## config.mk

```make
export PLATFORM = sky130hd
export DESIGN_NAME = lo_tune_ctrl_flat
export DESIGN_NICKNAME = d
export VERILOG_FILES = /design/src/rtl/lo_tune_if.sv /design/src/rtl/lo_tune_ctrl.sv /design/src/flat_wrapper.sv
export SDC_FILE = /design/constraint.sdc
export NUM_CORES = 1
export LEC_CHECK = 0
export CORE_AREA = 2 2 71 141
export DETAILED_ROUTE_END_ITERATION = 6
export DIE_AREA = 0 0 73 143
export DONT_BUFFER_PORTS = 1
export GPL_TIMING_DRIVEN = 0
export PLACE_DENSITY = 0.82
export SYNTH_ARGS = -nofsm -noshare
export SYNTH_HDL_FRONTEND = slang
export SYNTH_SLANG_ARGS = --single-unit
```

## constraint.sdc

```tcl
create_clock -name clk -period 6.6 [get_ports clk]
set_clock_uncertainty 0.1 [all_clocks]
set_input_delay 0 -clock clk [delete_from_list [all_inputs] [get_ports clk]]
set_output_delay 0 -clock clk [all_outputs]
set_load 0.02 [all_outputs]
```

## src/rtl/lo_tune_if.sv

```systemverilog
`default_nettype none
// ============================================================================
// Module   : lo_tune_if
// Brief    : Retune request channel (valid/ready) for the LO tuning controller.
// Revision : 1.0
// ============================================================================
interface lo_tune_if #(
    parameter int unsigned FREQ_W = 16,
    parameter int unsigned STEP_W = 12
);
    logic              req_valid;
    logic              req_ready;
    logic [FREQ_W-1:0] req_freq;
    logic [STEP_W-1:0] req_step;

    modport master (
        output req_valid,
        output req_freq,
        output req_step,
        input  req_ready
    );

    modport slave (
        input  req_valid,
        input  req_freq,
        input  req_step,
        output req_ready
    );
endinterface
`default_nettype wire

```

## src/rtl/lo_tune_ctrl.sv

```systemverilog
`default_nettype none
// ============================================================================
// Module   : lo_tune_ctrl
// Brief    : Slews the IQ-demod LO frequency toward retune targets, then
//            asserts lock after a settle period. Optional clamp of requested
//            targets into [FMIN, FMAX] when LO_TUNE_CLAMP_EN is defined.
// Revision : 1.0
// ============================================================================
module lo_tune_ctrl #(
    parameter int unsigned FREQ_W       = 16,
    parameter int unsigned STEP_W       = 12,
    parameter int unsigned SETTLE_CYC   = 16,
    parameter int unsigned DEFAULT_FREQ = 2000,
    parameter int unsigned FMIN         = 500,
    parameter int unsigned FMAX         = 4000
) (
    input  wire logic              clk,
    input  wire logic              rst_n,
    lo_tune_if.slave               s_req,
    input  wire logic              i_abort,
    output logic      [FREQ_W-1:0] o_freq_out,
    output logic                   o_freq_upd,
    output logic                   o_busy,
    output logic                   o_locked,
    output logic                   o_cfg_err
);

    typedef enum logic [1:0] {
        S_IDLE   = 2'd0,
        S_RAMP   = 2'd1,
        S_SETTLE = 2'd2,
        S_LOCKED = 2'd3
    } state_t;

    localparam logic [FREQ_W-1:0] c_default = FREQ_W'(DEFAULT_FREQ);
    localparam logic [7:0]        c_settle  = 8'(SETTLE_CYC);

    state_t            r_state,   w_state_nxt;
    logic [FREQ_W-1:0] r_freq,    w_freq_nxt;
    logic [FREQ_W-1:0] r_target,  w_target_nxt;
    logic [STEP_W-1:0] r_step,    w_step_nxt;
    logic [7:0]        r_cnt,     w_cnt_nxt;
    logic              r_upd,     w_upd_nxt;
    logic              r_cfg_err, w_cfg_err_nxt;

    logic              w_accept;
    logic              w_up;
    logic [FREQ_W:0]   w_dist;
    logic [FREQ_W:0]   w_step_ext;
    logic [FREQ_W-1:0] w_req_freq;
    logic              w_clamp_hit;

`ifdef LO_TUNE_CLAMP_EN
    localparam logic [FREQ_W-1:0] c_fmin = FREQ_W'(FMIN);
    localparam logic [FREQ_W-1:0] c_fmax = FREQ_W'(FMAX);

    always_comb begin
        w_req_freq  = s_req.req_freq;
        w_clamp_hit = 1'b0;
        if (s_req.req_freq < c_fmin) begin
            w_req_freq  = c_fmin;
            w_clamp_hit = 1'b1;
        end else if (s_req.req_freq > c_fmax) begin
            w_req_freq  = c_fmax;
            w_clamp_hit = 1'b1;
        end
    end
`else
    logic w_unused_bounds;
    assign w_unused_bounds = (FMIN > FMAX);
    assign w_req_freq      = s_req.req_freq;
    assign w_clamp_hit     = 1'b0;
`endif

    assign s_req.req_ready = (r_state == S_IDLE) || (r_state == S_LOCKED);
    assign w_accept        = s_req.req_valid && s_req.req_ready;

    // Distance is formed one bit wider so the comparison against the step never wraps.
    assign w_up       = (r_target > r_freq);
    assign w_dist     = w_up ? ({1'b0, r_target} - {1'b0, r_freq})
                             : ({1'b0, r_freq} - {1'b0, r_target});
    assign w_step_ext = (FREQ_W+1)'(r_step);

    always_comb begin
        w_state_nxt   = r_state;
        w_freq_nxt    = r_freq;
        w_target_nxt  = r_target;
        w_step_nxt    = r_step;
        w_cnt_nxt     = r_cnt;
        w_upd_nxt     = 1'b0;
        w_cfg_err_nxt = 1'b0;
        case (r_state)
            S_IDLE, S_LOCKED: begin
                if (w_accept) begin
                    w_target_nxt  = w_req_freq;
                    w_step_nxt    = s_req.req_step;
                    w_cfg_err_nxt = w_clamp_hit;
                    w_state_nxt   = S_RAMP;
                end
            end
            S_RAMP: begin
                if (i_abort) begin
                    w_state_nxt = S_IDLE;
                end else if (r_freq == r_target) begin
                    w_cnt_nxt   = 8'd0;
                    w_state_nxt = S_SETTLE;
                end else if ((r_step == '0) || (w_dist <= w_step_ext)) begin
                    w_freq_nxt  = r_target;
                    w_upd_nxt   = 1'b1;
                    w_cnt_nxt   = 8'd0;
                    w_state_nxt = S_SETTLE;
                end else begin
                    // Distance exceeds the step here, so neither direction can wrap.
                    w_freq_nxt = w_up ? (r_freq + FREQ_W'(r_step))
                                      : (r_freq - FREQ_W'(r_step));
                    w_upd_nxt  = 1'b1;
                end
            end
            S_SETTLE: begin
                if (i_abort) begin
                    w_state_nxt = S_IDLE;
                end else if (r_cnt == c_settle) begin
                    w_state_nxt = S_LOCKED;
                end else begin
                    w_cnt_nxt = r_cnt + 8'd1;
                end
            end
            default: w_state_nxt = S_IDLE;
        endcase
    end

    always_ff @(posedge clk or negedge rst_n) begin
        if (!rst_n) begin
            r_state   <= S_IDLE;
            r_freq    <= c_default;
            r_target  <= c_default;
            r_step    <= '0;
            r_cnt     <= 8'd0;
            r_upd     <= 1'b0;
            r_cfg_err <= 1'b0;
        end else begin
            r_state   <= w_state_nxt;
            r_freq    <= w_freq_nxt;
            r_target  <= w_target_nxt;
            r_step    <= w_step_nxt;
            r_cnt     <= w_cnt_nxt;
            r_upd     <= w_upd_nxt;
            r_cfg_err <= w_cfg_err_nxt;
        end
    end

    assign o_freq_out = r_freq;
    assign o_freq_upd = r_upd;
    assign o_busy     = (r_state == S_RAMP) || (r_state == S_SETTLE);
    assign o_locked   = (r_state == S_LOCKED);
    assign o_cfg_err  = r_cfg_err;

endmodule
`default_nettype wire

```

## src/flat_wrapper.sv

```systemverilog
// flat-port wrapper written by rule: the top's interface ports become plain ports
module lo_tune_ctrl_flat 
#(
    parameter int unsigned FREQ_W       = 16,
    parameter int unsigned STEP_W       = 12,
    parameter int unsigned SETTLE_CYC   = 16,
    parameter int unsigned DEFAULT_FREQ = 2000,
    parameter int unsigned FMIN         = 500,
    parameter int unsigned FMAX         = 4000
)
  (clk, rst_n, i_abort, o_freq_out, o_freq_upd, o_busy, o_locked, o_cfg_err, s_req_req_valid, s_req_req_freq, s_req_req_step, s_req_req_ready);
  lo_tune_if #(.FREQ_W(FREQ_W), .STEP_W(STEP_W)) s_req_i ();
  input  wire logic clk;
  input  wire logic rst_n;
  input  wire logic i_abort;
  output logic      [FREQ_W-1:0] o_freq_out;
  output logic o_freq_upd;
  output logic o_busy;
  output logic o_locked;
  output logic o_cfg_err;
  input wire logic [$bits(s_req_i.req_valid)-1:0] s_req_req_valid;
  input wire logic [$bits(s_req_i.req_freq)-1:0] s_req_req_freq;
  input wire logic [$bits(s_req_i.req_step)-1:0] s_req_req_step;
  output wire logic [$bits(s_req_i.req_ready)-1:0] s_req_req_ready;
  assign s_req_i.req_valid = s_req_req_valid;
  assign s_req_i.req_freq = s_req_req_freq;
  assign s_req_i.req_step = s_req_req_step;
  assign s_req_req_ready = s_req_i.req_ready;
  lo_tune_ctrl #(.FREQ_W(FREQ_W), .STEP_W(STEP_W), .SETTLE_CYC(SETTLE_CYC), .DEFAULT_FREQ(DEFAULT_FREQ), .FMIN(FMIN), .FMAX(FMAX)) u_core (.clk(clk), .rst_n(rst_n), .s_req(s_req_i), .i_abort(i_abort), .o_freq_out(o_freq_out), .o_freq_upd(o_freq_upd), .o_busy(o_busy), .o_locked(o_locked), .o_cfg_err(o_cfg_err));
endmodule
```

==> summary.md <==
| Metric | Value |
|---|---|
| Status | finished, final reports clean |
| Setup_tns | 0 ns |
| Vias in the first global route | 5277 |
| R2R Setup Slk | 0.23 ns |
| Post-Route WL | 15900 um |
| CP startpoint kind | flip-flop |
| Synth Cell Area | 5470 um2 |
| Syn avg cell area | 8.62 um2 |
| CP Max Fanout | 10 |
| Die height | 143 um |
| Sequential area share after synthesis | 0.254 |
| GP Congestion | 0.931 |
| Fill count | 744 |
| Max Cap Violations | 0 |
| CTS tree | built |
| DRT Pass-1 Iters | 6 |
| Number of synthesized flops with an enable pin | 0 |
| Worst Path Required | 6.69 ns |
| Achievable frequency | 0.157 GHz |
| Worst Max-Slew Pin Slew | 0.917 ns |
| Synth async-reset ratio | 1.00 |
| Via count | 5040 |
| Initial Util | 0.587 |
| Core ar. | 9320 um2 |
| Port Buffer Count | 0 |
| Layout cell share with drive strength beyond 1 | 0.125 |
| Clk sinks | 55 |
| Initial antenna violation count | 0 |
| Post-route antenna net violation count | 0 |
| Main area contributors after synthesis | dfrtp_1 20%, ha_1 15%, mux2_2 6.8%, dfstp_2 5.8%, inv_1 4.8% |
| Worst-path clk slew | 0.08 ns |
| Die area | 10400 um2 |
| Most used DFF post-synth | dfrtp_1 |
| Synth Warn # | 0 |
| Vias per cell | 6.48 |
| Worst Setup End Kind | flip-flop |
| First-pass GRT wire length | 25700 um |
| CTS Buffer Depth | 2 |
| Clock buffer count from CTS | 5 |
| CP Class | reg2reg |
| Area Growth Syn to Fin | 11.3% |
| Hold Path Class | in2async |
| Clock root cell | clkbuf_16 |
| R2R Path Start | u_core.o_freq_out[1] |
| Remaining routing DRC violations | 0 |
| Reg2reg path depth | 21 |
| Hpwl dp | 12500 um |
| Most frequent cell after synthesis | inv_1 |
| Final Slew Violations | 0 |
| Mapped Cells | 635 |
| Unique cell type count in the Yosys netlist | 67 |
| Largest net degree at the start of global routing | 56 |
| Die W | 73 um |
| Final setup violating endpoints | 0 |
| GRT overflow | 0 |
| Nets | 773 |
| Antenna cells | 0 |
| Worst skew pair latency | 0.30 ns |
| Reg2reg end | u_core.r_cnt[0] |
| Starting DRC count in detailed routing | 261 |
| Post-synthesis net count | 735 |
| Largest area contributor in the netlist | dfrtp_1 |
| H-tree levels | 2 |
| Minimum clock period after layout | 6.37 ns |
| RSZ-0062 raised after global routing | no |
| Arrival @ worst endpoint | 6.46 ns |
| Top Ports | 53 |
| # rows | 50 |
| Yosys top cell area share | 0.197 |
| Synth top cells by count | 70 x inv_1, 65 x ha_1, 49 x o21ai_0 |
| Final hold vios | 0 |
| Total GRT Usage | 0.319 |
| Average wire per standard cell | 20.4 um |
| Relative slew margins | 0.385 |
| Flop and latch count out of synthesis | 55 |
| Final worst-path cycle share | 0.965 |
through the flow:
step | setup slack (ns) | std cells | hold WS (ns) | cell area, um2 | util
global route | 0.0532 | 778 | 0.130 | 6090 | 0.654
CTS | 0.0249 | 779 | 0.114 | 6090 | 0.653
detailed placement | 0.0714 | 739 | -0.394 | 5600 | 0.601
floorplan | 1.43 | 635 | -0.396 | 5470 | -
global placement | 0.137 | 739 | -0.394 | 5600 | 0.601
finish | 0.228 | 778 | 0.0952 | 6090 | 0.654
sequential cells by signal (all words and copies together) (netlist names):
name and cells:
u_core.o_freq_out 16, u_core.r_state 2, u_core.r_cnt 8, u_core.r_target 16
u_core.r_step 12, u_core.o_freq_upd 1
cells by family after synthesis:
family	synth area share
xor gates and xnor gates	0.0560
muxes	0.103
buffers and inverters	0.0784
AOI/OAI and AO/OA	0.215
other	0.000685
and+or+nand+nor	0.133
DFF	0.254
adders and majority gates	0.160
worst max-delay path: stages, from the launching register on:
cell     delay, ns
dfrtp_1       0.67
inv_1         0.17
ha_1          0.36
nor2b_1       0.16
o31a_1        0.26
o41ai_1       0.62
a31oi_1       0.30
and2_2        0.32
a211o_1       0.28
a31oi_1       0.34
o21ai_0       0.18
xor2_1        0.18
ha_1          0.32
and4_1        0.20
nand3_1       0.09
o32ai_1       0.34
a31o_2        0.22
nand4_1       0.17
a22oi_2       0.37
buf_6         0.21
o21ai_0       0.15
a21o_1        0.26
area by class of cell:
cell class	count	area [um2]	area share
well taps	104	130	0.0214
multi-input cells	481	3660	0.601
clock buffers	5	125	0.0205
flip-flops and latches	55	1390	0.228
clock inverters	3	22.5	0.00370
inverters	70	263	0.0431
repair buffers	32	338	0.0554
plain buffers	28	164	0.0269
layer usage:
layer,wire [um],part of all wire,track usage,up-vias
li1,-,-,-,2353
met1,5680,0.36,0.333,2444
met2,8780,0.55,0.595,196
met3,672,0.042,0.0346,47
met4,743,0.047,0.172,0
met5,0,0,0,-
what timing repair did:
action / 4_1_cts / 5_1_grt
setup endpoints to repair: 0 / 21
hold buffers: 32 / 0
hold endpoints to repair: 90 / 0
buffers inserted: 0 / 0
resized for setup: 0 / 4
worst max path at each step:
stage | start | to | slack [ns] | cells after the start
3_5_place_dp | u_core.o_freq_out[10] | u_core.r_cnt[0] | 0.07 | 24
4_1_cts | u_core.o_freq_out[10] | u_core.r_cnt[0] | 0.02 | 24
3_3_place_gp | u_core.o_freq_out[10] | u_core.r_cnt[0] | 0.14 | 24
5_1_grt | u_core.o_freq_out[10] | u_core.r_cnt[0] | 0.05 | 23
2_1_floorplan | u_core.o_freq_out[10] | u_core.o_freq_out[15] | 1.43 | 23
6_report | u_core.o_freq_out[1] | u_core.r_cnt[0] | 0.23 | 21
cells in the final DEF, fill, tap and decap left out, drive strengths merged, types with 4 or more instances in the layout:
cell and count:
inv 72, ha 65, o21ai 51, nand2 44, dfrtp 43, nor2 33
mux2 33, a21oi 31, dlygate4sd3 31, xnor2 24, mux2i 19, clkbuf 17
buf 17, nand3 14, dfstp 12, a211oi 12, xor2 11, nor3 11
nand4 9, nor2b 9, a31oi 8, o21bai 7, a21o 6, o21a 6
o31ai 5, o221ai 5, a211o 5, and2 5, o41ai 4, o31a 4
o2111ai 4, and3 4
Power is left out: the tool's default activity adds up to more than one toggle a clock period on the data nets, which glitch-free logic cannot reach.
